`src/rtl/axi_burst_copy_pkg.sv`:
```
// Shared types, AXI constants and the 4 KB boundary helper for the burst-copy master.
// The optional read-back verify pass (AXI_BURST_COPY_VERIFY_EN) adds two states here.
package axi_burst_copy_pkg;

    typedef enum logic [2:0] {
        ST_IDLE,
        ST_RD_ADDR,
        ST_RD_DATA,
        ST_WR_ADDR,
        ST_WR_DATA,
        ST_WR_RESP
`ifdef AXI_BURST_COPY_VERIFY_EN
        ,
        ST_VF_ADDR,
        ST_VF_DATA
`endif
    } state_t;

    localparam logic [1:0] BURST_INCR    = 2'b01;
    localparam logic [1:0] RESP_OKAY     = 2'b00;
    localparam logic [3:0] CACHE_DEFAULT = 4'b0011;

    // True when a burst starting at this page offset runs past the end of its 4 KB page.
    function automatic logic crosses4k(input logic [11:0] offset,
                                       input logic [7:0]  beatsMinusOne,
                                       input int unsigned bytesPerBeat);
        logic [31:0] endByte;
        endByte = {20'd0, offset} + ({24'd0, beatsMinusOne} + 32'd1) * bytesPerBeat;
        return endByte > 32'd4096;
    endfunction

endpackage

```
`src/rtl/axi_burst_copy_buf.sv`:
```
// Word buffer holding one burst between the read and write phases.
// One synchronous write port, one combinational read port; contents are not reset.
module axi_burst_copy_buf
    import axi_burst_copy_pkg::*;
#(
    parameter int DATA_WIDTH = 32,
    parameter int DEPTH      = 16,
    parameter int IDX_W      = 4
) (
    input  logic                  clk,
    input  logic                  we_i,
    input  logic [IDX_W-1:0]      waddr_i,
    input  logic [DATA_WIDTH-1:0] wdata_i,
    input  logic [IDX_W-1:0]      raddr_i,
    output logic [DATA_WIDTH-1:0] rdata_o
);

    logic [DATA_WIDTH-1:0] mem_q [DEPTH];

    always_ff @(posedge clk) begin
        if (we_i) begin
            mem_q[waddr_i] <= wdata_i;
        end
    end

    assign rdata_o = mem_q[raddr_i];

endmodule

```
`src/rtl/axi_burst_copy.sv`:
```
// Single-outstanding AXI4 master copying one INCR burst from src_addr to dst_addr.
// Define AXI_BURST_COPY_VERIFY_EN to add a read-back compare of the destination.
module axi_burst_copy
    import axi_burst_copy_pkg::*;
#(
    parameter int DATA_WIDTH = 32,
    parameter int ADDR_WIDTH = 16,
    parameter int STRB_WIDTH = DATA_WIDTH / 8,
    parameter int ID_WIDTH   = 1,
    parameter int MAX_BURST  = 16
) (
    input  logic                  clk,
    input  logic                  rst,

    input  logic                  start,
    input  logic [ADDR_WIDTH-1:0] src_addr,
    input  logic [ADDR_WIDTH-1:0] dst_addr,
    input  logic [7:0]            len,
    output logic                  busy,
    output logic                  done,
    output logic                  error,

    output logic [ID_WIDTH-1:0]   m_axi_awid,
    output logic [ADDR_WIDTH-1:0] m_axi_awaddr,
    output logic [7:0]            m_axi_awlen,
    output logic [2:0]            m_axi_awsize,
    output logic [1:0]            m_axi_awburst,
    output logic                  m_axi_awlock,
    output logic [3:0]            m_axi_awcache,
    output logic [2:0]            m_axi_awprot,
    output logic                  m_axi_awvalid,
    input  logic                  m_axi_awready,

    output logic [DATA_WIDTH-1:0] m_axi_wdata,
    output logic [STRB_WIDTH-1:0] m_axi_wstrb,
    output logic                  m_axi_wlast,
    output logic                  m_axi_wvalid,
    input  logic                  m_axi_wready,

    input  logic [ID_WIDTH-1:0]   m_axi_bid,
    input  logic [1:0]            m_axi_bresp,
    input  logic                  m_axi_bvalid,
    output logic                  m_axi_bready,

    output logic [ID_WIDTH-1:0]   m_axi_arid,
    output logic [ADDR_WIDTH-1:0] m_axi_araddr,
    output logic [7:0]            m_axi_arlen,
    output logic [2:0]            m_axi_arsize,
    output logic [1:0]            m_axi_arburst,
    output logic                  m_axi_arlock,
    output logic [3:0]            m_axi_arcache,
    output logic [2:0]            m_axi_arprot,
    output logic                  m_axi_arvalid,
    input  logic                  m_axi_arready,

    input  logic [ID_WIDTH-1:0]   m_axi_rid,
    input  logic [DATA_WIDTH-1:0] m_axi_rdata,
    input  logic [1:0]            m_axi_rresp,
    input  logic                  m_axi_rlast,
    input  logic                  m_axi_rvalid,
    output logic                  m_axi_rready
);

    localparam int         IDX_W  = (MAX_BURST > 1) ? $clog2(MAX_BURST) : 1;
    localparam logic [2:0] AXSIZE = 3'($clog2(STRB_WIDTH));

    state_t                state_q, state_d;
    logic [ADDR_WIDTH-1:0] src_q, src_d;
    logic [ADDR_WIDTH-1:0] dst_q, dst_d;
    logic [7:0]            len_q, len_d;
    logic [IDX_W-1:0]      idx_q, idx_d;
    logic                  busy_q, busy_d;
    logic                  done_q, done_d;
    logic                  error_q, error_d;

    logic                  bufWe;
    logic [DATA_WIDTH-1:0] bufRdata;
    logic                  idxAtLen;
    logic                  reject;
    logic                  beatError;
    logic                  arPhase;
    logic                  rPhase;
    logic                  unusedInputs;

    assign idxAtLen = (8'(idx_q) == len_q);

    assign reject = ({1'b0, len} >= 9'(MAX_BURST))
                 || crosses4k(src_addr[11:0], len, STRB_WIDTH)
                 || crosses4k(dst_addr[11:0], len, STRB_WIDTH);

    assign unusedInputs = ^{m_axi_bid, m_axi_rid};

    axi_burst_copy_buf #(
        .DATA_WIDTH (DATA_WIDTH),
        .DEPTH      (MAX_BURST),
        .IDX_W      (IDX_W)
    ) u_buf (
        .clk     (clk),
        .we_i    (bufWe),
        .waddr_i (idx_q),
        .wdata_i (m_axi_rdata),
        .raddr_i (idx_q),
        .rdata_o (bufRdata)
    );

    always_ff @(posedge clk or posedge rst) begin
        if (rst) begin
            state_q <= ST_IDLE;
            src_q   <= '0;
            dst_q   <= '0;
            len_q   <= '0;
            idx_q   <= '0;
            busy_q  <= 1'b0;
            done_q  <= 1'b0;
            error_q <= 1'b0;
        end else begin
            state_q <= state_d;
            src_q   <= src_d;
            dst_q   <= dst_d;
            len_q   <= len_d;
            idx_q   <= idx_d;
            busy_q  <= busy_d;
            done_q  <= done_d;
            error_q <= error_d;
        end
    end

    always_comb begin
        state_d   = state_q;
        src_d     = src_q;
        dst_d     = dst_q;
        len_d     = len_q;
        idx_d     = idx_q;
        busy_d    = busy_q;
        done_d    = 1'b0;
        error_d   = error_q;
        bufWe     = 1'b0;
        beatError = error_q;

        case (state_q)
            ST_IDLE: begin
                if (start) begin
                    src_d   = src_addr;
                    dst_d   = dst_addr;
                    len_d   = len;
                    idx_d   = '0;
                    error_d = 1'b0;
                    if (reject) begin
                        error_d = 1'b1;
                        done_d  = 1'b1;
                    end else begin
                        busy_d  = 1'b1;
                        state_d = ST_RD_ADDR;
                    end
                end
            end

            ST_RD_ADDR: begin
                if (m_axi_arready) begin
                    state_d = ST_RD_DATA;
                end
            end

            // A burst whose rlast disagrees with the requested length is treated as failed.
            ST_RD_DATA: begin
                if (m_axi_rvalid) begin
                    bufWe     = 1'b1;
                    idx_d     = idx_q + IDX_W'(1);
                    beatError = error_q | (m_axi_rresp != RESP_OKAY);
                    if (m_axi_rlast || idxAtLen) begin
                        idx_d = '0;
                        if (m_axi_rlast != idxAtLen) begin
                            beatError = 1'b1;
                        end
                        if (beatError) begin
                            busy_d  = 1'b0;
                            done_d  = 1'b1;
                            state_d = ST_IDLE;
                        end else begin
                            state_d = ST_WR_ADDR;
                        end
                    end
                    error_d = beatError;
                end
            end

            ST_WR_ADDR: begin
                if (m_axi_awready) begin
                    state_d = ST_WR_DATA;
                end
            end

            ST_WR_DATA: begin
                if (m_axi_wready) begin
                    if (idxAtLen) begin
                        idx_d   = '0;
                        state_d = ST_WR_RESP;
                    end else begin
                        idx_d = idx_q + IDX_W'(1);
                    end
                end
            end

            ST_WR_RESP: begin
                if (m_axi_bvalid) begin
                    beatError = error_q | (m_axi_bresp != RESP_OKAY);
                    error_d   = beatError;
`ifdef AXI_BURST_COPY_VERIFY_EN
                    if (beatError) begin
                        busy_d  = 1'b0;
                        done_d  = 1'b1;
                        state_d = ST_IDLE;
                    end else begin
                        state_d = ST_VF_ADDR;
                    end
`else
                    busy_d  = 1'b0;
                    done_d  = 1'b1;
                    state_d = ST_IDLE;
`endif
                end
            end

`ifdef AXI_BURST_COPY_VERIFY_EN
            ST_VF_ADDR: begin
                if (m_axi_arready) begin
                    state_d = ST_VF_DATA;
                end
            end

            ST_VF_DATA: begin
                if (m_axi_rvalid) begin
                    idx_d     = idx_q + IDX_W'(1);
                    beatError = error_q | (m_axi_rresp != RESP_OKAY) | (m_axi_rdata != bufRdata);
                    if (m_axi_rlast || idxAtLen) begin
                        idx_d = '0;
                        if (m_axi_rlast != idxAtLen) begin
                            beatError = 1'b1;
                        end
                        busy_d  = 1'b0;
                        done_d  = 1'b1;
                        state_d = ST_IDLE;
                    end
                    error_d = beatError;
                end
            end
`endif

            default: begin
                state_d = ST_IDLE;
            end
        endcase
    end

`ifdef AXI_BURST_COPY_VERIFY_EN
    assign arPhase      = (state_q == ST_RD_ADDR) || (state_q == ST_VF_ADDR);
    assign rPhase       = (state_q == ST_RD_DATA) || (state_q == ST_VF_DATA);
    assign m_axi_araddr = (state_q == ST_VF_ADDR) ? dst_q : src_q;
`else
    assign arPhase      = (state_q == ST_RD_ADDR);
    assign rPhase       = (state_q == ST_RD_DATA);
    assign m_axi_araddr = src_q;
`endif

    assign busy  = busy_q;
    assign done  = done_q;
    assign error = error_q;

    assign m_axi_arid    = '0;
    assign m_axi_arlen   = len_q;
    assign m_axi_arsize  = AXSIZE;
    assign m_axi_arburst = BURST_INCR;
    assign m_axi_arlock  = 1'b0;
    assign m_axi_arcache = CACHE_DEFAULT;
    assign m_axi_arprot  = 3'b000;
    assign m_axi_arvalid = arPhase;
    assign m_axi_rready  = rPhase;

    assign m_axi_awid    = '0;
    assign m_axi_awaddr  = dst_q;
    assign m_axi_awlen   = len_q;
    assign m_axi_awsize  = AXSIZE;
    assign m_axi_awburst = BURST_INCR;
    assign m_axi_awlock  = 1'b0;
    assign m_axi_awcache = CACHE_DEFAULT;
    assign m_axi_awprot  = 3'b000;
    assign m_axi_awvalid = (state_q == ST_WR_ADDR);

    assign m_axi_wdata  = bufRdata;
    assign m_axi_wstrb  = '1;
    assign m_axi_wvalid = (state_q == ST_WR_DATA);
    assign m_axi_wlast  = (state_q == ST_WR_DATA) && idxAtLen;

    assign m_axi_bready = (state_q == ST_WR_RESP);

endmodule

```
`config.mk`:
```
export PLATFORM = sky130hd
export DESIGN_NAME = axi_burst_copy
export DESIGN_NICKNAME = d
export VERILOG_FILES = /design/src/rtl/axi_burst_copy_pkg.sv /design/src/rtl/axi_burst_copy_buf.sv /design/src/rtl/axi_burst_copy.sv
export SDC_FILE = /design/constraint.sdc
export NUM_CORES = 1
export LEC_CHECK = 0
export ABC_AREA = 1
export BUFFER_PORTS_ARGS = -buffer_cell sky130_fd_sc_hd__buf_2
export CELL_PAD_IN_SITES_DETAIL_PLACEMENT = 2
export CELL_PAD_IN_SITES_GLOBAL_PLACEMENT = 2
export CORE_ASPECT_RATIO = 0.9
export CORE_MARGIN = 4
export CORE_UTILIZATION = 42
export DETAILED_ROUTE_END_ITERATION = 16
export PLACE_DENSITY_LB_ADDON = 0.12
export SYNTH_ARGS = -nofsm -noshare
export SYNTH_HDL_FRONTEND = slang
export SYNTH_HIERARCHICAL = 1
export SYNTH_SLANG_ARGS = --single-unit
export TNS_END_PERCENT = 1
```
`constraint.sdc`:
```
create_clock -name clk -period 4.8 [get_ports clk]
set_clock_uncertainty 0.15 [all_clocks]
set_input_delay 0.24 -clock clk [delete_from_list [all_inputs] [get_ports clk]]
set_output_delay 0.24 -clock clk [all_outputs]
set_load 0.02 [all_outputs]
```
==> results.md <==
- Number of synthesized flops with an enable pin: 512
- Setup crit start kind: input port
- Tmin final: 4.215 ns
- Tcrit/Tclk final: 87.81%
- Netlist cell types: 45
- # H-tree levels: 2
- Die area: 65810 µm²
- Detailed Routing Iterations Pass 1: 7
- P_leak: 13.27 nW
- GRT Util Overall: 26.12%
- Netlist Area Pre-Place: 25940 µm²
- Critical path peak fanout: 5
- Top-count cell post-synth: nand2_1
- Seq/Total Area, Yosys: 64.09%
- Largest net degree at the start of global routing: 136
- Die height: 243.8 µm
- Placed cells: 3504
- Die W: 270.0 µm
- Syn Inst Count: 2632
- Tightest Hold Check Type: in2reg
- Post-CTS Setup Repair Bufs: 0
- Syn_area_per_cell: 9.856 µm²
- Sequential share of power: 44.4%
- Yosys warning count: 6
- Row count: 86
- Initial Utilization: 42.37%
- Routability-driven placement congestion ratio: 0.7950
- Vias: 19410
- Post-route ant nets: 0
- Post-CTS sizing: 0
- First-pass GRT wire length: 132.1 mm
- Post-Layout Cell Count: 3698
- Status: finished clean
- P_int: 8.960 mW
- Worst skew pair latency: 0.62 ns
- RSZ-0062 raised after global routing: no
- Worst-Margin Slew: 1.176 ns
- Slew Viols, Final: 0
- # DRC: 0
- Commonest register cell after synthesis: edfxtp_1
- Combinational Power Share: 20.1%
- I/O pin count: 208
- Fillers: 6363
- CTS tree: built
- Final setup violation count: 0
- Switching Share: 31.12%
- Num CTS Buffers: 61
- Top cells by area, synth: edfxtp_1 (59%), nand2_1 (13%), nand3_1 (8.0%)
- CTS Root Cell: clkbuf_16
- Synth top cells by count: nand2_1 (873), edfxtp_1 (512), inv_1 (449)
- Final wirelength: 87.02 mm
- Port Buffers: 173
- Grt total ovfl: 0
- Initial antenna violation count: 2
- Asr flop ratio synth: 8.897%
- Vias in the first global route: 22160
- Detailed Route Iter0 Violations: 1212
- Clock-pin slew on the worst setup and hold paths: 0.06 ns
- Final Util: 49.13%
- Final #Nets: 2966
- Setup TNS Final: 0 ns
- Endpoint class of the critical path: flip-flop
- Storage cell area: 16640 µm²
- Synth area leader: edfxtp_1
- Buffer depth of the longest clock path: 3
- Maximum VDD drop: 0.2985 mV
- Clk network pwr share: 35.4%
- Sink Count: 562
- CTS Hold Bufs: 79
- Pwr dens: 432.4 nW/µm²
- Vias/cell: 5.248
- Relative slew slack: 21.57%
- Core Area: 61230 µm²
- Net load switching power: 4.048 mW
- Multi-input logic area: 6775 µm²
- Area Growth Syn to Fin: 15.97%
- Layout cells sized above 1: 11.98%
- Yosys reg bits: 562
- Wirelength per Cell: 23.53 µm
- FMAX: 237.2 MHz
- DPL Wire Length: 49.46 mm
- CP arrival: 4.57 ns
- Yosys top cell area share: 59.27%
- Total power: 13.01 mW
- Crit Path Class: in2reg
- Final hold violations: 0
- CP required: 5.16 ns
- Max-Cap Viols: 0
## cell type report
type / count / area share (%)
flip-flops and latches: 562 / 55.31
repair buffers: 282 / 6.630
inverters: 461 / 5.811
diodes: 1 / 0.008319
clock inverters: 35 / 0.9525
well taps: 792 / 3.294
multi-input cells: 1486 / 22.52
clock buffers: 79 / 5.470
## power groups by stage
stage,clock network (mW),registers [mW],logic [mW]
2_1_floorplan,0,6.01,1.61
3_3_place_gp,0,5.86,2.39
3_5_place_dp,0,5.87,2.52
4_1_cts,4.69,5.77,2.61
5_1_grt,4.92,5.81,2.88
6_report,4.61,5.78,2.62
## cells by family (layout without fill, tap and decap cells)
logic type | after synthesis | count (layout) | share of synthesized area (%)
muxes | 1 | 1 | 0.03859
AOI/OAI and AO/OA | 43 | 43 | 1.105
and+or+nand+nor | 1374 | 1374 | 22.41
buffers and inverters | 614 | 857 | 10.68
DFF | 562 | 562 | 64.09
xor gates and xnor gates | 11 | 11 | 0.3714
adders and majority gates | 25 | 25 | 1.264
other | 2 | 33 | 0.02895
## per-stage QoR
| stage | hold slack (ns) | worst slack (ns) | instance area, µm² |
|---|---|---|---|
| after floorplan | 0.1889 | 1.474 | 26050 |
| after global placement | 0.2919 | 1.277 | 27360 |
| after detailed placement | 0.3010 | 1.072 | 27360 |
| after CTS | 0.04894 | 0.5697 | 30080 |
| after global routing | 0.1187 | 0.3913 | 30080 |
| final | 0.07591 | 0.5849 | 30080 |
## sequential cells by signal (all words and copies together) (netlist names)
name and cells:
m_axi_arlen 8, busy 1, error 1, idx_q 4, u_buf/mem_q 512, state_q 3
done 1, m_axi_awaddr 16, m_axi_araddr 16
## cell usage in the layout (no fill, tap or decap), drive strengths merged, types with 31 or more instances in the layout
master / count
dfrtp: 50
nor2: 58
nand2: 880
buf: 203
dlygate4sd3: 79
nand3: 417
clkbuf: 79
clkinv: 31
conb: 32
inv: 460
edfxtp: 512
## worst paths after layout
path / from / to / slack [ns] / depth (start not counted)
min in group asynchronous: rst / m_axi_awaddr[7] / 0.24 / 4
worst min register to register: m_axi_araddr[3] / m_axi_araddr[3] / 0.32 / 2
worst min-delay path: m_axi_wready / idx_q[2] / 0.08 / 5
worst max register to register: state_q[2] / u_buf/mem_q[4][14] / 1.30 / 6
max in group asynchronous: rst / idx_q[0] / 3.68 / 4
worst max-delay path: len[0] / error / 0.58 / 21
## critical path, cell delays in order
cell and delay (ns):
dlygate4sd3_1 0.54, buf_2 0.13, inv_1 0.15, nor3_1 0.34
nand3_1 0.19, nor3_1 0.28, xor2_1 0.24, inv_1 0.14
ha_1 0.41, nand2_1 0.11, nor2_1 0.11, nand2_1 0.08
nand2_1 0.08, nand2_1 0.10, a21oi_1 0.24, nand3_1 0.12
nand2_1 0.17, nand3_2 0.17, nand2_1 0.11, a21oi_1 0.06
dlygate4sd3_1 0.55
## routing by layer
metal  up-vias  track usage [%]  share of wire [%]
met4         2            7.974                2.9
met5         -                0              0.018
met2       391            48.60                 52
met1     10040            31.79                 41
met3       150            3.043                3.5
li1       8823                -                  -
No activity file was read; power rests on OpenSTA's default activity.
